==> config.mk <==
export PLATFORM = sky130hd
export DESIGN_NAME = midi_msg_rx
export DESIGN_NICKNAME = d
export VERILOG_FILES = /design/src/rtl/midi_msg_rx.sv
export SDC_FILE = /design/constraint.sdc
export NUM_CORES = 1
export LEC_CHECK = 0
export BUFFER_PORTS_ARGS = -buffer_cell sky130_fd_sc_hd__buf_4
export CAP_MARGIN = 20
export CORE_MARGIN = 5
export CORE_UTILIZATION = 45
export CTS_CLUSTER_DIAMETER = 40
export DETAILED_ROUTE_END_ITERATION = 16
export PLACE_DENSITY = 0.62
export SLEW_MARGIN = 25
export SYNTH_ARGS = -nofsm -noshare
export SYNTH_HDL_FRONTEND = slang
export SYNTH_SLANG_ARGS = --single-unit
==> constraint.sdc <==
create_clock -name clk -period 3.2 [get_ports clk]
set_input_delay 0.32 -clock clk [delete_from_list [all_inputs] [get_ports clk]]
set_output_delay 0.32 -clock clk [all_outputs]
set_load 0.05 [all_outputs]
==> src/rtl/midi_msg_rx.sv <==
// midi_msg_rx: MIDI input block. A UART byte receiver runs on the
// synchronised line and feeds a message parser that reports complete
// channel-voice messages, passes realtime bytes through, and flags
// framing errors.
//
// Ports:
//   clk          system clock
//   rst_n        asynchronous active-low reset
//   midi_in      raw MIDI serial line (idles high)
//   msg_valid    one-cycle strobe, complete message on msg_*
//   msg_status   status byte of last reported message
//   msg_data1    first data byte
//   msg_data2    second data byte (0 for one-data-byte messages)
//   rt_valid     one-cycle strobe, realtime byte received
//   rt_byte      last realtime byte
//   framing_err  one-cycle strobe, stop bit sampled low
//   busy         receiver is inside a byte frame
module midi_msg_rx #(
    parameter int unsigned CLKS_PER_BIT = 128,
    parameter int unsigned SYNC_STAGES  = 2,
    parameter logic [15:0] CHANNEL_MASK = 16'hFFFF
) (
    input  logic       clk,
    input  logic       rst_n,
    input  logic       midi_in,
    output logic       msg_valid,
    output logic [7:0] msg_status,
    output logic [6:0] msg_data1,
    output logic [6:0] msg_data2,
    output logic       rt_valid,
    output logic [7:0] rt_byte,
    output logic       framing_err,
    output logic       busy
);

    localparam int unsigned CW = $clog2(CLKS_PER_BIT + 1);
    localparam logic [CW-1:0] HALF = CW'(CLKS_PER_BIT / 2);
    localparam logic [CW-1:0] FULL = CW'(CLKS_PER_BIT);
    localparam logic [CW-1:0] ONE  = CW'(1);

    typedef enum logic [2:0] {RX_IDLE, RX_START, RX_DATA, RX_STOP, RX_WAIT_HIGH} rx_state_t;
    typedef enum logic [1:0] {P_WAIT_STATUS, P_WAIT_D1, P_WAIT_D2} p_state_t;

    logic [SYNC_STAGES-1:0] sync_r;
    logic                   line_s;
    logic                   line_prev_r;

    rx_state_t   rx_state_r, rx_next_s;
    logic [CW-1:0] cnt_r, cnt_next_s;
    logic [2:0]  bit_idx_r, bit_next_s;
    logic [7:0]  shift_r, shift_next_s;
    logic        byte_stb_s, frame_err_s;

    p_state_t    p_state_r, p_next_s;
    logic [7:0]  rs_r, rs_next_s;
    logic        rs_valid_r, rs_valid_next_s;
    logic [6:0]  d1_r, d1_next_s;
    logic        done_s, rt_load_s, report_s, one_byte_s;
    logic [6:0]  done_d1_s, done_d2_s;

    logic        msg_valid_r, rt_valid_r, framing_err_r, busy_r;
    logic [7:0]  msg_status_r, rt_byte_r;
    logic [6:0]  msg_data1_r, msg_data2_r;

    assign line_s     = sync_r[SYNC_STAGES-1];
    // Program change and channel pressure carry a single data byte.
    assign one_byte_s = (rs_r[7:4] == 4'hC) || (rs_r[7:4] == 4'hD);
    assign report_s   = done_s && CHANNEL_MASK[rs_r[3:0]];

    // Input synchroniser and previous-line register; resets to idle-high.
    always_ff @(posedge clk or negedge rst_n) begin
        if (!rst_n) begin
            sync_r      <= '1;
            line_prev_r <= 1'b1;
        end else begin
            sync_r      <= {sync_r[SYNC_STAGES-2:0], midi_in};
            line_prev_r <= line_s;
        end
    end

    // Receiver state register.
    always_ff @(posedge clk or negedge rst_n) begin
        if (!rst_n) begin
            rx_state_r <= RX_IDLE;
            cnt_r      <= '0;
            bit_idx_r  <= 3'd0;
            shift_r    <= 8'd0;
        end else begin
            rx_state_r <= rx_next_s;
            cnt_r      <= cnt_next_s;
            bit_idx_r  <= bit_next_s;
            shift_r    <= shift_next_s;
        end
    end

    // Receiver next-state: cnt counts cycles since the falling edge (start)
    // or since the previous sample point (data/stop bits).
    always_comb begin
        rx_next_s    = rx_state_r;
        cnt_next_s   = cnt_r;
        bit_next_s   = bit_idx_r;
        shift_next_s = shift_r;
        byte_stb_s   = 1'b0;
        frame_err_s  = 1'b0;
        case (rx_state_r)
            RX_IDLE: begin
                if (line_prev_r && !line_s) begin
                    rx_next_s  = RX_START;
                    cnt_next_s = ONE;
                end else begin
                    rx_next_s = RX_IDLE;
                end
            end
            RX_START: begin
                if (cnt_r == HALF) begin
                    if (line_s) begin
                        rx_next_s = RX_IDLE;
                    end else begin
                        rx_next_s  = RX_DATA;
                        cnt_next_s = ONE;
                        bit_next_s = 3'd0;
                    end
                end else begin
                    cnt_next_s = cnt_r + ONE;
                end
            end
            RX_DATA: begin
                if (cnt_r == FULL) begin
                    shift_next_s = {line_s, shift_r[7:1]};
                    cnt_next_s   = ONE;
                    if (bit_idx_r == 3'd7) begin
                        rx_next_s = RX_STOP;
                    end else begin
                        bit_next_s = bit_idx_r + 3'd1;
                    end
                end else begin
                    cnt_next_s = cnt_r + ONE;
                end
            end
            RX_STOP: begin
                if (cnt_r == FULL) begin
                    if (line_s) begin
                        byte_stb_s = 1'b1;
                        rx_next_s  = RX_IDLE;
                    end else begin
                        frame_err_s = 1'b1;
                        rx_next_s   = RX_WAIT_HIGH;
                    end
                end else begin
                    cnt_next_s = cnt_r + ONE;
                end
            end
            RX_WAIT_HIGH: begin
                if (line_s) begin
                    rx_next_s = RX_IDLE;
                end else begin
                    rx_next_s = RX_WAIT_HIGH;
                end
            end
            default: rx_next_s = RX_IDLE;
        endcase
    end

    // Parser state register.
    always_ff @(posedge clk or negedge rst_n) begin
        if (!rst_n) begin
            p_state_r  <= P_WAIT_STATUS;
            rs_r       <= 8'd0;
            rs_valid_r <= 1'b0;
            d1_r       <= 7'd0;
        end else begin
            p_state_r  <= p_next_s;
            rs_r       <= rs_next_s;
            rs_valid_r <= rs_valid_next_s;
            d1_r       <= d1_next_s;
        end
    end

    // Parser next-state; shift_r holds the complete byte when byte_stb_s fires.
    always_comb begin
        p_next_s        = p_state_r;
        rs_next_s       = rs_r;
        rs_valid_next_s = rs_valid_r;
        d1_next_s       = d1_r;
        done_s          = 1'b0;
        done_d1_s       = d1_r;
        done_d2_s       = 7'd0;
        rt_load_s       = 1'b0;
        if (frame_err_s) begin
            p_next_s        = P_WAIT_STATUS;
            rs_valid_next_s = 1'b0;
        end else if (byte_stb_s) begin
            if (shift_r[7:3] == 5'b11111) begin
                rt_load_s = 1'b1;
            end else if (shift_r[7:4] == 4'hF) begin
                rs_valid_next_s = 1'b0;
                p_next_s        = P_WAIT_STATUS;
            end else if (shift_r[7]) begin
                rs_next_s       = shift_r;
                rs_valid_next_s = 1'b1;
                p_next_s        = P_WAIT_D1;
            end else begin
                case (p_state_r)
                    P_WAIT_STATUS, P_WAIT_D1: begin
                        // In WAIT_STATUS a data byte restarts a message only
                        // under a valid running status.
                        if ((p_state_r == P_WAIT_D1) || rs_valid_r) begin
                            d1_next_s = shift_r[6:0];
                            if (one_byte_s) begin
                                done_s    = 1'b1;
                                done_d1_s = shift_r[6:0];
                                p_next_s  = P_WAIT_STATUS;
                            end else begin
                                p_next_s = P_WAIT_D2;
                            end
                        end else begin
                            p_next_s = P_WAIT_STATUS;
                        end
                    end
                    P_WAIT_D2: begin
                        done_s    = 1'b1;
                        done_d1_s = d1_r;
                        done_d2_s = shift_r[6:0];
                        p_next_s  = P_WAIT_STATUS;
                    end
                    default: p_next_s = P_WAIT_STATUS;
                endcase
            end
        end else begin
            p_next_s = p_state_r;
        end
    end

    // Registered outputs: strobes, held message/realtime fields, busy flag.
    always_ff @(posedge clk or negedge rst_n) begin
        if (!rst_n) begin
            msg_valid_r   <= 1'b0;
            msg_status_r  <= 8'd0;
            msg_data1_r   <= 7'd0;
            msg_data2_r   <= 7'd0;
            rt_valid_r    <= 1'b0;
            rt_byte_r     <= 8'd0;
            framing_err_r <= 1'b0;
            busy_r        <= 1'b0;
        end else begin
            msg_valid_r   <= report_s;
            rt_valid_r    <= rt_load_s;
            framing_err_r <= frame_err_s;
            busy_r        <= (rx_next_s == RX_START) || (rx_next_s == RX_DATA) ||
                             (rx_next_s == RX_STOP);
            if (report_s) begin
                msg_status_r <= rs_r;
                msg_data1_r  <= done_d1_s;
                msg_data2_r  <= done_d2_s;
            end
            if (rt_load_s) begin
                rt_byte_r <= shift_r;
            end
        end
    end

    assign msg_valid   = msg_valid_r;
    assign msg_status  = msg_status_r;
    assign msg_data1   = msg_data1_r;
    assign msg_data2   = msg_data2_r;
    assign rt_valid    = rt_valid_r;
    assign rt_byte     = rt_byte_r;
    assign framing_err = framing_err_r;
    assign busy        = busy_r;

endmodule

==> metrics.md <==
| Metric | Value |
|---|---|
| IO Count | 37 |
| R2R depth | 9 |
| Nets | 350 |
| Root Driver | clkbuf_8 |
| First-pass GRT wire length | 10,800 um |
| Die width | 95.9 um |
| Max-cap violation count | 0 |
| Layout area overhead | 17.1% |
| Post-synthesis async set-or-reset flop share | 1.00 |
| Global Route Usage Sum | 0.154 |
| Crit. path cell count | 9 |
| Dominant synthesized flop cell | dfrtp_1 |
| Crit path max-delay family | simple AND/OR/NAND/NOR gates |
| Clock skew | ~11 ps |
| Max Slew Vio Count | 0 |
| Slowest cell delay on critical path | 460 ps |
| Routed vias | approximately 2,300 |
| CP Launch Type | flop |
| Initial core utilization | 0.460 |
| Library cells used by synthesis | 45 |
| Total Power | about 2000 uW |
| Final hold vios | 12 |
| Initial antenna violation count | 0 |
| TritonCTS clock tree | yes |
| Drt drc | 0 |
| CP Buf/Inv Count | 2 |
| GPL Wtd Cong | approximately 0.81 |
| Detail Route Antenna Nets | 0 |
| Port-buffer cells | 36 |
| # H-tree levels | 3 |
| Clock sinks | 77 |
| Dpl cells | 431 |
| #FFs+latches synth | 77 |
| Setup Fix Bufs, Post-CTS | 0 |
| Initial DRC count | 100 |
| Failing checks | hold timing |
| Synthesized instance count | 302 |
| Via density | between 5 and 6 |
| Worst path arrival time | ~3000 ps |
| Largest family of logic cells by synthesized area | simple AND/OR/NAND/NOR gates |
| Wirelength, routed | approximately 6200 um |
| Slowest library cell on the worst path | or3_1 |
| Post-Layout Cell Count | approximately 450 |
| Core Area | 0.00721 mm^2 |
| Hold slack | -15.2 ps |
| Post-CTS sizing | 0 |
| Fill cell count | approximately 660 |
| Maximum achievable frequency | 0.363 GHz |
| Setup_tns | 0 ps |
| Register area share after synthesis | 0.582 |
| Share of cells above drive strength 1 | 0.276 |
| Simple-gate share of the synthesized area | 0.186 |
| Post-Synthesis Net Count | 309 |
| Most frequent cells in the layout | dfrtp_1 (74), nand2_1 (65), buf_4 (41), mux2_2 (21), o21ai_0 (19) |
| EDFF count, synth | 0 |
| Slew headroom | 0.549 |
| Clock Latency Late Sink | 350 ps |
| Number of global-route vias before repair | 2,251 |
| GRT overflow | 0 |
| DP HPWL | 4250 um |
| CTS Buffer Depth | 2 |
| Status | finished with violations |
| Pre-antenna DRT Iters | 4 |
| RSZ-0062 raised after global routing | false |
| P_leak | 0.00190 uW |
| Setup Crit Path Kind | reg -> reg |
| Post-synthesis xor/xnor area fraction | 0 |
| Antenna Cells | 0 |
| CTS Hold Bufs | 0 |
| Die ar. | 0.00919 mm^2 |
| Complex-gate fraction of the synthesized area | 0.103 |
| Sequential Area | 0.00193 mm^2 |
| Peak VDD IR | 0.276 mV |
| Area of the multi-input gates | approximately 0.0013 mm^2 |
| Sequence of cells on the critical path | inv_1, ha_1, or4b_1, or2_1, or3_1, or3_1, buf_4, nand2_1, o21ai_0 |
| Row count | 31 |
| WP data required | 3430 ps |
| Hold Path Class | in -> async |
| Final setup violation count | 0 |
| Final Util | 0.538 |
| Worst-Margin Slew | a little under 700 ps |
| Tcrit/Tclk final | 0.861 |
| Min Tclk post-route | between 2000 and 3000 ps |
| Most frequent CP cell | or3_1 |
| CP max FO | 18 |
| Syn Std Cell Area | 0.00332 mm^2 |
| Pwr dens | 526 mW/mm^2 |
| Die Ht | around 96 um |
| Post-Synth Adder-Cell Area | 0.0151 |
| Commonest non-fill, non-tap cell in the layout | dfrtp_1 |
| Setup crit end kind | flop |
| Mux contribution to synthesized area | 0.0822 |
| Wire per inst | around 14 um |
| Syn avg cell area | 11.0 um^2 |
| Total CTS buffers | 9 |
| Pin count of the biggest net entering global routing | 78 |
| Clock transition at path regs | 90 ps |
| Ys Warns | 0 |
[cell type report]
class / instances / area share
clock inverter: 7 / 0.0209
multi-input combinational: 207 / 0.330
sequential: 77 / 0.497
inverter: 6 / 0.00580
clock buffer: 9 / 0.0319
tap: 99 / 0.0319
timing repair buffer: 42 / 0.0822
[logic make-up (layout without fill, tap and decap cells)]
family	Yosys count	in the layout
AO/OA/AOI/OAI	53	53
adder cells (fa/ha/maj)	4	4
buffers and inverters	18	64
flip-flops	77	77
multiplexers	24	24
AND/OR/NAND/NOR	126	126
[worst paths after layout]
kind	startpoint	end	slack, ps
max	cnt_r[0]$_DFFE_PN0P_	msg_data2[1]$_DFFE_PN0P_	450
min	rst_n	msg_data2[1]$_DFFE_PN0P_	-20
max reg2reg	cnt_r[0]$_DFFE_PN0P_	msg_data2[1]$_DFFE_PN0P_	450
min reg2reg	sync_r[0]$_DFF_PN1_	sync_r[1]$_DFF_PN1_	360
max in group asynchronous	rst_n	busy$_DFF_PN0_	2750
min in group clk	midi_in	sync_r[0]$_DFF_PN1_	80
[power breakdown]
part	total, uW	leakage (uW)	switching, uW	internal (uW)
registers	1090	0.00104	67.1	1020
clock network	757	0.000106	385	373
logic	197	0.000748	105	92.0
total	2040	0.00190	557	1490
[synthesized netlist by cell type, types with 2 or more instances]
cell type	number	area share
nand3_1	6	0.0091
a22o_1	4	0.011
nor3_1	4	0.0060
o21ai_2	6	0.016
o21ai_1	3	0.0045
dfstp_2	3	0.024
buf_2	3	0.0045
a21oi_1	3	0.0045
o31ai_1	4	0.0091
nor3_2	2	0.0060
nor2b_1	6	0.011
nor4_1	2	0.0038
nand3b_1	2	0.0045
ha_1	4	0.015
nor2_1	12	0.014
or3_1	3	0.0057
o21ai_0	19	0.029
dfrtp_1	74	0.56
nand2_1	65	0.074
nand2b_1	11	0.021
mux2_2	21	0.071
and3_1	5	0.0094
inv_1	6	0.0068
clkbuf_1	3	0.0034
buf_6	4	0.014
o22ai_1	8	0.015
[metal layers]
metal / vias to the layer above / global-route usage / routed length, um
met2: 43 / 0.250 / 3000
met4: 0 / 0.0770 / 125
met5: - / 0 / 0
met3: 11 / 0.0360 / 254
met1: 1122 / 0.192 / 2800
li1: 1133 / - / -
[registers in the layout, summed over array words and instances, names as in the netlist]
| name | count |
|---|---|
| sync_r | 2 |
| rt_valid | 1 |
| cnt_r | 8 |
| d1_r | 7 |
| bit_idx_r | 3 |
| msg_status | 8 |
| shift_r | 8 |
| msg_data2 | 7 |
| rs_valid_r | 1 |
| rx_state_r | 3 |
| framing_err | 1 |
| msg_data1 | 7 |
| rs_r | 8 |
| p_state_r | 2 |
| rt_byte | 8 |
| msg_valid | 1 |
| busy | 1 |
| line_prev_r | 1 |
[through the flow]
| stage | worst slack [ps] | instance area (um^2) |
|---|---|---|
| floorplan | 424 | 3320 |
| global placement | 502 | 3670 |
| detailed placement | 428 | 3670 |
| CTS | 396 | 3880 |
| global route | 202 | 3880 |
| finish | 445 | 3880 |
No activity file was read; power rests on OpenSTA's default activity.
